===== config.mk =====
export PLATFORM = sky130hd
export DESIGN_NAME = mem_stage
export DESIGN_NICKNAME = d
export VERILOG_FILES = /design/src/rtl/mips_pkg.sv /design/src/rtl/mem_byte_lane.sv /design/src/rtl/mem_stage.sv
export SDC_FILE = /design/constraint.sdc
export NUM_CORES = 1
export LEC_CHECK = 0
export CAP_MARGIN = 0
export CORE_MARGIN = 8
export CORE_UTILIZATION = 47
export CTS_CLUSTER_SIZE = 25
export DETAILED_ROUTE_END_ITERATION = 12
export HOLD_SLACK_MARGIN = 0.05
export PLACE_DENSITY = 0.87
export SLEW_MARGIN = 20
export SYNTH_ARGS = -nofsm -noshare
export SYNTH_HDL_FRONTEND = slang
export SYNTH_SLANG_ARGS = --single-unit

===== constraint.sdc =====
create_clock -name clock -period 5.2 [get_ports clock]
set_clock_uncertainty 0.05 [all_clocks]
set_input_delay 1.04 -clock clock [delete_from_list [all_inputs] [get_ports clock]]
set_output_delay 1.04 -clock clock [all_outputs]
set_load 0.02 [all_outputs]

===== src/rtl/mips_pkg.sv =====
// Shared definitions for the MIPS pipeline: memory-stage FSM encoding,
// byte-enable constants and the big-endian byte-lane decode.
package mips_pkg;

    typedef enum logic [0:0] {
        StIdle = 1'b0,
        StReq  = 1'b1
    } mem_state_e;

    localparam logic [3:0] BE_NONE = 4'b0000;
    localparam logic [3:0] BE_WORD = 4'b1111;

    // Big-endian: offset 00 addresses bits [31:24], i.e. byte enable bit 3.
    function automatic logic [3:0] byte_lane(input logic [1:0] off);
        return 4'b1000 >> off;
    endfunction

endpackage


===== src/rtl/mem_byte_lane.sv =====
// Combinational byte-lane steering for the memory stage: store data
// replication and byte enables on the request side, lane extraction with
// sign/zero extension on the load-return side.
module mem_byte_lane
    import mips_pkg::*;
(
    input  logic [1:0]  st_off,
    input  logic        st_byte,
    input  logic [31:0] rb_data,
    output logic [31:0] st_wdata,
    output logic [3:0]  st_be,
    input  logic [1:0]  ld_off,
    input  logic        ld_byte,
    input  logic        ld_unsigned,
    input  logic [31:0] rdata,
    output logic [31:0] ld_data
);

    logic [7:0] ld_lane;

    // Store side: a byte store drives the same byte on every lane and lets
    // the enables pick the target.
    always_comb begin
        st_wdata = rb_data;
        st_be    = BE_WORD;
        if (st_byte) begin
            st_wdata = {4{rb_data[7:0]}};
            st_be    = byte_lane(st_off);
        end
    end

    // Load side: pick the addressed lane and extend it to a word.
    always_comb begin
        ld_lane = rdata[31:24];
        unique case (ld_off)
            2'b00: ld_lane = rdata[31:24];
            2'b01: ld_lane = rdata[23:16];
            2'b10: ld_lane = rdata[15:8];
            2'b11: ld_lane = rdata[7:0];
            default: ld_lane = rdata[31:24];
        endcase
        ld_data = rdata;
        if (ld_byte) begin
            ld_data = {{24{ld_lane[7] & ~ld_unsigned}}, ld_lane};
        end
    end

endmodule


===== src/rtl/mem_stage.sv =====
// Memory-access pipeline stage: issues loads/stores over a req/ack
// handshake, stalls upstream while an access is outstanding, and holds the
// M/W result register that feeds writeback and the WX bypass.
// Optional build macro MEM_STAGE_ALIGN_CHECK_EN: misaligned word accesses
// are not issued and are reported on align_err instead.
module mem_stage
    import mips_pkg::*;
#(
    parameter int unsigned ADDR_W   = 32,
    parameter int unsigned WAIT_MAX = 255
) (
    input  logic              clock,
    input  logic              reset_n,
    input  logic              in_valid,
    output logic              in_ready,
    input  logic [31:0]       alu_out,
    input  logic [31:0]       rb_data,
    input  logic              dmwe,
    input  logic              rwd,
    input  logic              dm_byte,
    input  logic              ld_unsigned,
    input  logic              rwe,
    input  logic [4:0]        rd_addr,
    output logic              dm_req,
    output logic              dm_we,
    output logic [ADDR_W-1:0] dm_addr,
    output logic [31:0]       dm_wdata,
    output logic [3:0]        dm_be,
    input  logic              dm_ack,
    input  logic [31:0]       dm_rdata,
    output logic              wb_valid,
    output logic              wb_rwe,
    output logic [4:0]        wb_waddr,
    output logic [31:0]       wb_data,
    output logic              dm_timeout
`ifdef MEM_STAGE_ALIGN_CHECK_EN
    ,
    output logic              align_err
`endif
);

    localparam int unsigned CntW = $clog2(WAIT_MAX + 1);

    mem_state_e        state_q, state_d;
    logic [CntW-1:0]   cnt_q, cnt_d;
    logic [ADDR_W-1:0] addr_q, addr_d;
    logic              we_q, we_d;
    logic [31:0]       wdata_q, wdata_d;
    logic [3:0]        be_q, be_d;
    logic              ld_byte_q, ld_byte_d;
    logic              ld_uns_q, ld_uns_d;
    logic              rwd_q, rwd_d;
    logic              rwe_q, rwe_d;
    logic [4:0]        rd_q, rd_d;
    logic              wb_valid_q, wb_valid_d;
    logic              wb_rwe_q, wb_rwe_d;
    logic [4:0]        wb_waddr_q, wb_waddr_d;
    logic [31:0]       wb_data_q, wb_data_d;
    logic              timeout_q, timeout_d;
    logic              align_q, align_d;

    logic              mem_op;
    logic              misaligned;
    logic [ADDR_W-1:0] req_addr;
    logic [31:0]       st_wdata;
    logic [3:0]        st_be;
    logic [31:0]       ld_data;

    assign mem_op = dmwe | rwd;

    mem_byte_lane u_lane (
        .st_off      (alu_out[1:0]),
        .st_byte     (dm_byte),
        .rb_data     (rb_data),
        .st_wdata    (st_wdata),
        .st_be       (st_be),
        .ld_off      (addr_q[1:0]),
        .ld_byte     (ld_byte_q),
        .ld_unsigned (ld_uns_q),
        .rdata       (dm_rdata),
        .ld_data     (ld_data)
    );

    // Request address: word accesses always go out word-aligned.
    always_comb begin
        req_addr = alu_out[ADDR_W-1:0];
        if (!dm_byte) begin
            req_addr[1:0] = 2'b00;
        end
`ifdef MEM_STAGE_ALIGN_CHECK_EN
        misaligned = ~dm_byte & (alu_out[1:0] != 2'b00);
`else
        misaligned = 1'b0;
`endif
    end

    // Next-state: FSM, wait counter, request latch and W register.
    always_comb begin
        state_d    = state_q;
        cnt_d      = cnt_q;
        addr_d     = addr_q;
        we_d       = we_q;
        wdata_d    = wdata_q;
        be_d       = be_q;
        ld_byte_d  = ld_byte_q;
        ld_uns_d   = ld_uns_q;
        rwd_d      = rwd_q;
        rwe_d      = rwe_q;
        rd_d       = rd_q;
        wb_valid_d = 1'b0;
        wb_rwe_d   = 1'b0;
        wb_waddr_d = wb_waddr_q;
        wb_data_d  = wb_data_q;
        timeout_d  = 1'b0;
        align_d    = 1'b0;
        case (state_q)
            StIdle: begin
                if (in_valid && !mem_op) begin
                    wb_valid_d = 1'b1;
                    wb_rwe_d   = rwe;
                    wb_waddr_d = rd_addr;
                    wb_data_d  = alu_out;
                end else if (in_valid && misaligned) begin
                    // Retire without touching memory or the register file.
                    wb_valid_d = 1'b1;
                    wb_waddr_d = rd_addr;
                    align_d    = 1'b1;
                end else if (in_valid) begin
                    state_d   = StReq;
                    cnt_d     = '0;
                    addr_d    = req_addr;
                    we_d      = dmwe;
                    wdata_d   = st_wdata;
                    be_d      = st_be;
                    ld_byte_d = dm_byte;
                    ld_uns_d  = ld_unsigned;
                    rwd_d     = rwd;
                    rwe_d     = rwe;
                    rd_d      = rd_addr;
                end
            end
            StReq: begin
                if (dm_ack) begin
                    state_d    = StIdle;
                    wb_valid_d = 1'b1;
                    wb_rwe_d   = rwe_q & ~we_q;
                    wb_waddr_d = rd_q;
                    wb_data_d  = rwd_q ? ld_data : 32'h0;
                end else if (cnt_q == CntW'(WAIT_MAX)) begin
                    state_d   = StIdle;
                    timeout_d = 1'b1;
                end else begin
                    cnt_d = cnt_q + CntW'(1);
                end
            end
            default: state_d = StIdle;
        endcase
    end

    // State registers; reset abandons any outstanding access.
    always_ff @(posedge clock or negedge reset_n) begin
        if (!reset_n) begin
            state_q    <= StIdle;
            cnt_q      <= '0;
            addr_q     <= '0;
            we_q       <= 1'b0;
            wdata_q    <= 32'h0;
            be_q       <= BE_NONE;
            ld_byte_q  <= 1'b0;
            ld_uns_q   <= 1'b0;
            rwd_q      <= 1'b0;
            rwe_q      <= 1'b0;
            rd_q       <= 5'd0;
            wb_valid_q <= 1'b0;
            wb_rwe_q   <= 1'b0;
            wb_waddr_q <= 5'd0;
            wb_data_q  <= 32'h0;
            timeout_q  <= 1'b0;
            align_q    <= 1'b0;
        end else begin
            state_q    <= state_d;
            cnt_q      <= cnt_d;
            addr_q     <= addr_d;
            we_q       <= we_d;
            wdata_q    <= wdata_d;
            be_q       <= be_d;
            ld_byte_q  <= ld_byte_d;
            ld_uns_q   <= ld_uns_d;
            rwd_q      <= rwd_d;
            rwe_q      <= rwe_d;
            rd_q       <= rd_d;
            wb_valid_q <= wb_valid_d;
            wb_rwe_q   <= wb_rwe_d;
            wb_waddr_q <= wb_waddr_d;
            wb_data_q  <= wb_data_d;
            timeout_q  <= timeout_d;
            align_q    <= align_d;
        end
    end

    assign in_ready   = (state_q == StIdle);
    assign dm_req     = (state_q == StReq);
    assign dm_we      = we_q;
    assign dm_addr    = addr_q;
    assign dm_wdata   = wdata_q;
    assign dm_be      = be_q;
    assign wb_valid   = wb_valid_q;
    assign wb_rwe     = wb_rwe_q;
    assign wb_waddr   = wb_waddr_q;
    assign wb_data    = wb_data_q;
    assign dm_timeout = timeout_q;
`ifdef MEM_STAGE_ALIGN_CHECK_EN
    assign align_err  = align_q;
`else
    // Without the alignment check the pulse has no consumer.
    logic unused_align;
    assign unused_align = align_q;
`endif

endmodule


==> impl_metrics.env, run 1 <==
export IMPL_dieHeight_um=124.9
export IMPL_max_freq_ghz=0.3179
export IMPL_worstPathArrival_ns=2.06
export IMPL_path_clk_slew_ns=0.05
export IMPL_crit_family="flip-flops"
export IMPL_insertion_delay_ns=0.41
export IMPL_critPathBufInv=2
export IMPL_top_layer_used="met4"
export IMPL_wl_met2_um=9594
export IMPL_endpoint_kind="output port"
export IMPL_rows=39
export IMPL_path_cells="inv_1, clkdlybuf4s50_1"
export IMPL_async_reset_ff_share_pct=100.0
export IMPL_fp_dieArea_um2=15600
export IMPL_antenna_cells=0
export IMPL_tns_ns=0
export IMPL_total_power_mw=3.851
export IMPL_internal_power_mw=2.624
export IMPL_cp_start_kind="flip-flop"
export IMPL_ys_ff_latch=127
export IMPL_num_vias=5343
export IMPL_postSynthAreaPerCell_um2=9.430
export IMPL_mostFrequentLayoutCell="clkdlybuf4s50_1"
export IMPL_syn_num_nets=702
export IMPL_status="finished, final reports clean"
export IMPL_hpwl_um=13970
export IMPL_grt_overflow=0
export IMPL_swShare_pct=31.88
export IMPL_final_cell_mix="218 x clkdlybuf4s50_1, 217 x nand2_1, 127 x dfrtp_1"
export IMPL_final_util_pct=73.71
export IMPL_die_x_um=124.9
export IMPL_power_switching_mw=1.228
export IMPL_wl_per_cell_um=19.81
export IMPL_start_util_pct=48.39
export IMPL_worstMarginPinSlew_ns=1.099
export IMPL_yosysWarnings=0
export IMPL_period_needed_ns=3.145
export IMPL_dr_wl_met3_um=1407
export IMPL_cts_path_max_buffers=2
export IMPL_viasPerCell=5.577
export IMPL_drv_cap=0
export IMPL_htree_levels=4
export IMPL_antenna_left=0
export IMPL_netlist_area_um2=5573
export IMPL_grt_pass1_wl_um=30070
export IMPL_drt_wl_total_um=18980
export IMPL_antenna_found_initial=0
export IMPL_synth_top_area_share_pct=57.03
export IMPL_synth_edf_count=0
export IMPL_combPwrFrac_pct=32.9
export IMPL_drc=0
export IMPL_yosys_top_cells_area="dfrtp_1 57%, nand2_1 15%, mux2i_1 6.6%"
export IMPL_post_cts_buffers=0
export IMPL_gp_congestion=0.8242
export IMPL_netlist_instances=591
export IMPL_cts_tree="done"
export IMPL_drt_iter0_drc=746
export IMPL_synth_ff_type="dfrtp_1"
export IMPL_cp_data_required_time_ns=4.11
export IMPL_cts_hold_buf=0
export IMPL_leakagePower_nw=3.909
export IMPL_cpMaxStageDelayCell="dfrtp_1"
export IMPL_min_period_over_period_pct=60.49
export IMPL_ir_drop_uv=254.9
export IMPL_relSlewSlack_pct=26.54
export IMPL_power_frac_seq_pct=36.2
export IMPL_slew_violations=0
export IMPL_setup_viol=0
export IMPL_rsz0062_at_grt="no"
export IMPL_met1_length_um=7494
export IMPL_io_buffers=220
export IMPL_critPathKind="reg2out"
export IMPL_cts_resized_gates=0
export IMPL_hold_path_class="reg2reg"
export IMPL_first_global_vias=5469
export IMPL_drive_above_1_share_pct=5.153
export IMPL_drt_first_pass_iters=8
export IMPL_ctsRootBufferMaster="clkbuf_16"
export IMPL_yosysUniqueCellTypes=35
export IMPL_hold_violations=0
export IMPL_grtUsageTotal_pct=24.22
export IMPL_ys_seq_area_share_pct=57.03
export IMPL_core_area_um2=11520
export IMPL_syn_to_final_growth_pct=52.31
export IMPL_power_density_nw_per_um2=453.7
export IMPL_fin_nets=914
export IMPL_cts_num_sinks=127
export IMPL_slowest_delay_ns=0.84
export IMPL_io_pins=221
export IMPL_grt_max_degree=86
export IMPL_cts_made_buffers=17
export IMPL_synth_top_area_cell="dfrtp_1"
export IMPL_path_max_fanout=16
export IMPL_p_clk_share_pct=30.9
[metal layers]
layer | track usage [%] | vias up
met5 | 0 | -
met4 | 10.74 | 0
met3 | 6.336 | 37
met2 | 41.05 | 270
met1 | 28.31 | 2584
li1 | - | 2452
[flip-flops by register name, summed over array words and instances, names as in the netlist]
| signal | flops |
|---|---|
| wb_data | 32 |
| ld_uns_q | 1 |
| dm_be | 4 |
| wb_valid | 1 |
| dm_wdata | 32 |
| rd_q | 5 |
| wb_waddr | 5 |
| dm_req | 1 |
| ld_byte_q | 1 |
| wb_rwe | 1 |
| rwe_q | 1 |
| dm_we | 1 |
| dm_addr | 32 |
| rwd_q | 1 |
| cnt_q | 8 |
| dm_timeout | 1 |
[worst paths after layout]
path / from / endpoint / slack [ns] / cells past startpoint
max: dm_req / in_ready / 2.05 / 2
min: dm_addr[25] / dm_addr[25] / 0.42 / 2
max reg2reg: dm_req / wb_data[19] / 2.51 / 3
min reg2reg: dm_addr[25] / dm_addr[25] / 0.42 / 2
max in group asynchronous: reset_n / wb_data[12] / 3.40 / 2
min in group asynchronous: reset_n / dm_wdata[23] / 0.64 / 1
[cells in the mapped netlist, types with 2 or more instances]
master / count
a31oi_1: 10
clkbuf_1: 24
o21a_1: 2
dfrtp_1: 127
buf_2: 6
mux2i_1: 37
buf_1: 4
nor2_1: 26
nand3_1: 7
a21oi_1: 10
a22o_1: 2
a222oi_1: 24
o21ai_0: 55
nand2b_1: 4
inv_1: 4
nand4_1: 3
and2_1: 8
nand2_1: 217
nor2b_1: 4
or3_1: 2
[layout make-up]
type | instances | area [um2]
fill | 825 | 3028
clock inverter | 6 | 105.1
timing repair buffer | 227 | 2251
multi-input combinational | 425 | 2261
inverter | 5 | 18.77
tap | 143 | 178.9
clock buffer | 25 | 495.5
sequential | 127 | 3178
[worst register-to-register path, cell delays in order, from the launching register on]
cell and delay, ns:
dfrtp_1 0.84, and3_1 0.45, nand4_1 0.91, nand2_1 0.34
[kinds of logic after synthesis]
logic type | Yosys count | share of synthesized area, %
muxes | 37 | 6.646
buffers and inverters | 39 | 2.761
adders and majority gates | 1 | 0.2245
AOI/OAI and AO/OA | 110 | 12.82
and+or+nand+nor | 277 | 20.52
DFF | 127 | 57.03
[power groups by stage]
stage                     clock network (mW)  logic [mW]  registers [mW]
final                                   1.19        1.27            1.39
after global routing                    1.25        1.35            1.42
after CTS                               1.21        1.28            1.39
after detailed placement                   0        1.27            1.40
after global placement                     0        1.24            1.39
after floorplan                            0       0.335            1.64
[stage by stage]
step | instance area, um2 | hold WS, ns | cells | setup slack, ns
after global placement | 7884 | 0.4077 | 927 | 2.030
after floorplan | 5573 | 0.3954 | 591 | 2.939
after global routing | 8488 | 0.4475 | 958 | 2.000
after CTS | 8484 | 0.4264 | 958 | 2.053
after detailed placement | 7884 | 0.4126 | 927 | 1.911
final | 8488 | 0.4198 | 958 | 2.055
Power figures use the tool's default switching activity.
==> inputs of run 2 (changes only) <==
--- a/config.mk
+++ b/config.mk
@@ -7,11 +7,11 @@
 export LEC_CHECK = 0
 export CAP_MARGIN = 0
 export CORE_MARGIN = 8
-export CORE_UTILIZATION = 47
+export CORE_UTILIZATION = 39
 export CTS_CLUSTER_SIZE = 25
 export DETAILED_ROUTE_END_ITERATION = 12
 export HOLD_SLACK_MARGIN = 0.05
-export PLACE_DENSITY = 0.87
+export PLACE_DENSITY = 0.77
 export SLEW_MARGIN = 20
 export SYNTH_ARGS = -nofsm -noshare
 export SYNTH_HDL_FRONTEND = slang
==> constraint.sdc (replaced) <==
create_clock -name clock -period 2.6 [get_ports clock]
set_clock_uncertainty 0.05 [all_clocks]
set_input_delay 0.52 -clock clock [delete_from_list [all_inputs] [get_ports clock]]
set_output_delay 0.52 -clock clock [all_outputs]
set_load 0.02 [all_outputs]
==> impl_metrics.env, run 2 (synthesized netlist as in run 1, its figures left out) <==
export IMPL_critPathBufInv=2
export IMPL_combPwrFrac_pct=34.2
export IMPL_cp_data_required_time_ns=2.82
export IMPL_grt_pass1_wl_um=30150
export IMPL_crit_family="buffers and inverters"
export IMPL_rows=43
export IMPL_dp_slack_ns=-0.2653
export IMPL_status="finished, final reports clean"
export IMPL_drv_cap=0
export IMPL_leakagePower_nw=3.978
export IMPL_slowest_delay_ns=0.73
export IMPL_hold_path_class="reg2reg"
export IMPL_mostFrequentLayoutCell="clkdlybuf4s50_1"
export IMPL_cts_resized_gates=0
export IMPL_max_freq_ghz=0.4017
export IMPL_cp_start_kind="input port"
export IMPL_worst_slack_ns=0.1103
export IMPL_cts_num_sinks=127
export IMPL_core_area_um2=13930
export IMPL_period_needed_ns=2.490
export IMPL_cpMaxStageDelayCell="a21oi_4"
export IMPL_hpwl_um=15010
export IMPL_grtUsageTotal_pct=21.32
export IMPL_io_buffers=220
export IMPL_path_clk_slew_ns=0.05
export IMPL_swShare_pct=32.80
export IMPL_first_global_vias=5492
export IMPL_insertion_delay_ns=0.41
export IMPL_final_util_pct=62.05
export IMPL_path_cells="clkdlybuf4s50_1, nor4b_4, a21oi_4, clkinv_1, nor2_1, a31oi_1"
export IMPL_worstPathArrival_ns=2.71
export IMPL_cts_made_buffers=17
export IMPL_wl_per_cell_um=19.61
export IMPL_p_clk_share_pct=29.2
export IMPL_antenna_cells=0
export IMPL_die_x_um=135.5
export IMPL_antenna_left=0
export IMPL_cts_tree="done"
export IMPL_min_path_cells=2
export IMPL_path_max_fanout=36
export IMPL_worstMarginPinSlew_ns=0.9481
export IMPL_htree_levels=4
export IMPL_min_period_over_period_pct=95.76
export IMPL_relSlewSlack_pct=36.65
export IMPL_ir_drop_uv=492.9
export IMPL_power_switching_mw=2.489
export IMPL_rsz0062_at_grt="no"
export IMPL_power_frac_seq_pct=36.5
export IMPL_final_cell_mix="218 x clkdlybuf4s50_1, 217 x nand2_1, 127 x dfrtp_1"
export IMPL_io_pins=221
export IMPL_r2r_cells=5
export IMPL_syn_to_final_growth_pct=55.14
export IMPL_power_density_nw_per_um2=877.9
export IMPL_total_power_mw=7.591
export IMPL_crit_cells=6
export IMPL_cts_path_max_buffers=2
export IMPL_drt_iter0_drc=494
export IMPL_drt_first_pass_iters=7
export IMPL_grt_max_degree=54
export IMPL_critPathKind="in2reg"
export IMPL_setup_viol=0
export IMPL_fillers=1118
export IMPL_drt_wl_total_um=19790
export IMPL_dieHeight_um=135.5
export IMPL_grt_overflow=0
export IMPL_gp_congestion=0.8590
export IMPL_drive_above_1_share_pct=6.876
export IMPL_fin_nets=929
export IMPL_endpoint_kind="flip-flop"
export IMPL_internal_power_mw=5.101
export IMPL_viasPerCell=5.373
export IMPL_whs_ns=0.4234
export IMPL_fp_dieArea_um2=18370
export IMPL_ctsRootBufferMaster="clkbuf_16"
export IMPL_slew_violations=0
export IMPL_antenna_found_initial=0
export IMPL_drc=0
export IMPL_hold_violations=0
export IMPL_num_vias=5421
export IMPL_start_util_pct=39.99
[run 2: final cells by class]
class | instances | area (um2) | area share [%]
sequential | 127 | 3178 | 36.76
tap | 180 | 225.2 | 2.605
multi-input combinational | 425 | 2261 | 26.15
inverter | 5 | 18.77 | 0.2171
clock inverter | 6 | 57.56 | 0.6657
timing repair buffer | 242 | 2404 | 27.80
clock buffer | 24 | 501.7 | 5.803
[run 2: stage by stage]
| stage | cells | instance area, um2 | setup TNS, ns |
|---|---|---|---|
| finish | 1009 | 8646 | 0 |
| global route | 1009 | 8646 | 0 |
| CTS | 1009 | 8646 | 0 |
| detailed placement | 978 | 8077 | -1.802 |
| global placement | 978 | 8077 | -0.8229 |
| floorplan | 591 | 5573 | 0 |
[run 2: worst min-delay path, cell delays in order (launching register included)]
cell and delay (ns):
dfrtp_1 0.34, nand2_1 0.05, nand2_1 0.06
[run 2: repair_timing]
action,in CTS,in global routing
endpoints found under the hold margin,50,0
hold buffers,1,0
setup buffers,0,0
[run 2: final timing paths]
check	slack, ns	to	startpoint
max	0.11	wb_data[2]	dmwe
min in group asynchronous	0.57	cnt_q[5]	reset_n
max reg2reg	0.12	wb_data[2]	dm_req
min	0.42	dm_wdata[6]	dm_wdata[6]
max in group asynchronous	1.25	wb_data[26]	reset_n
min reg2reg	0.42	dm_wdata[6]	dm_wdata[6]
[run 2: power groups by stage]
stage | sequential, mW | clock [mW] | combinational (mW)
after floorplan | 3.27 | 0 | 0.670
after global placement | 2.76 | 0 | 2.56
after detailed placement | 2.79 | 0 | 2.61
after CTS | 2.77 | 2.26 | 2.63
after global routing | 2.82 | 2.35 | 2.78
final | 2.77 | 2.22 | 2.60
[run 2: per-layer routing]
metal	vias to the layer above	track usage [%]	routed length, um
met3	43	6.454	1601
met4	0	10.12	652
li1	2479	-	-
met2	253	35.15	9920
met1	2646	24.90	7612
met5	-	0	0
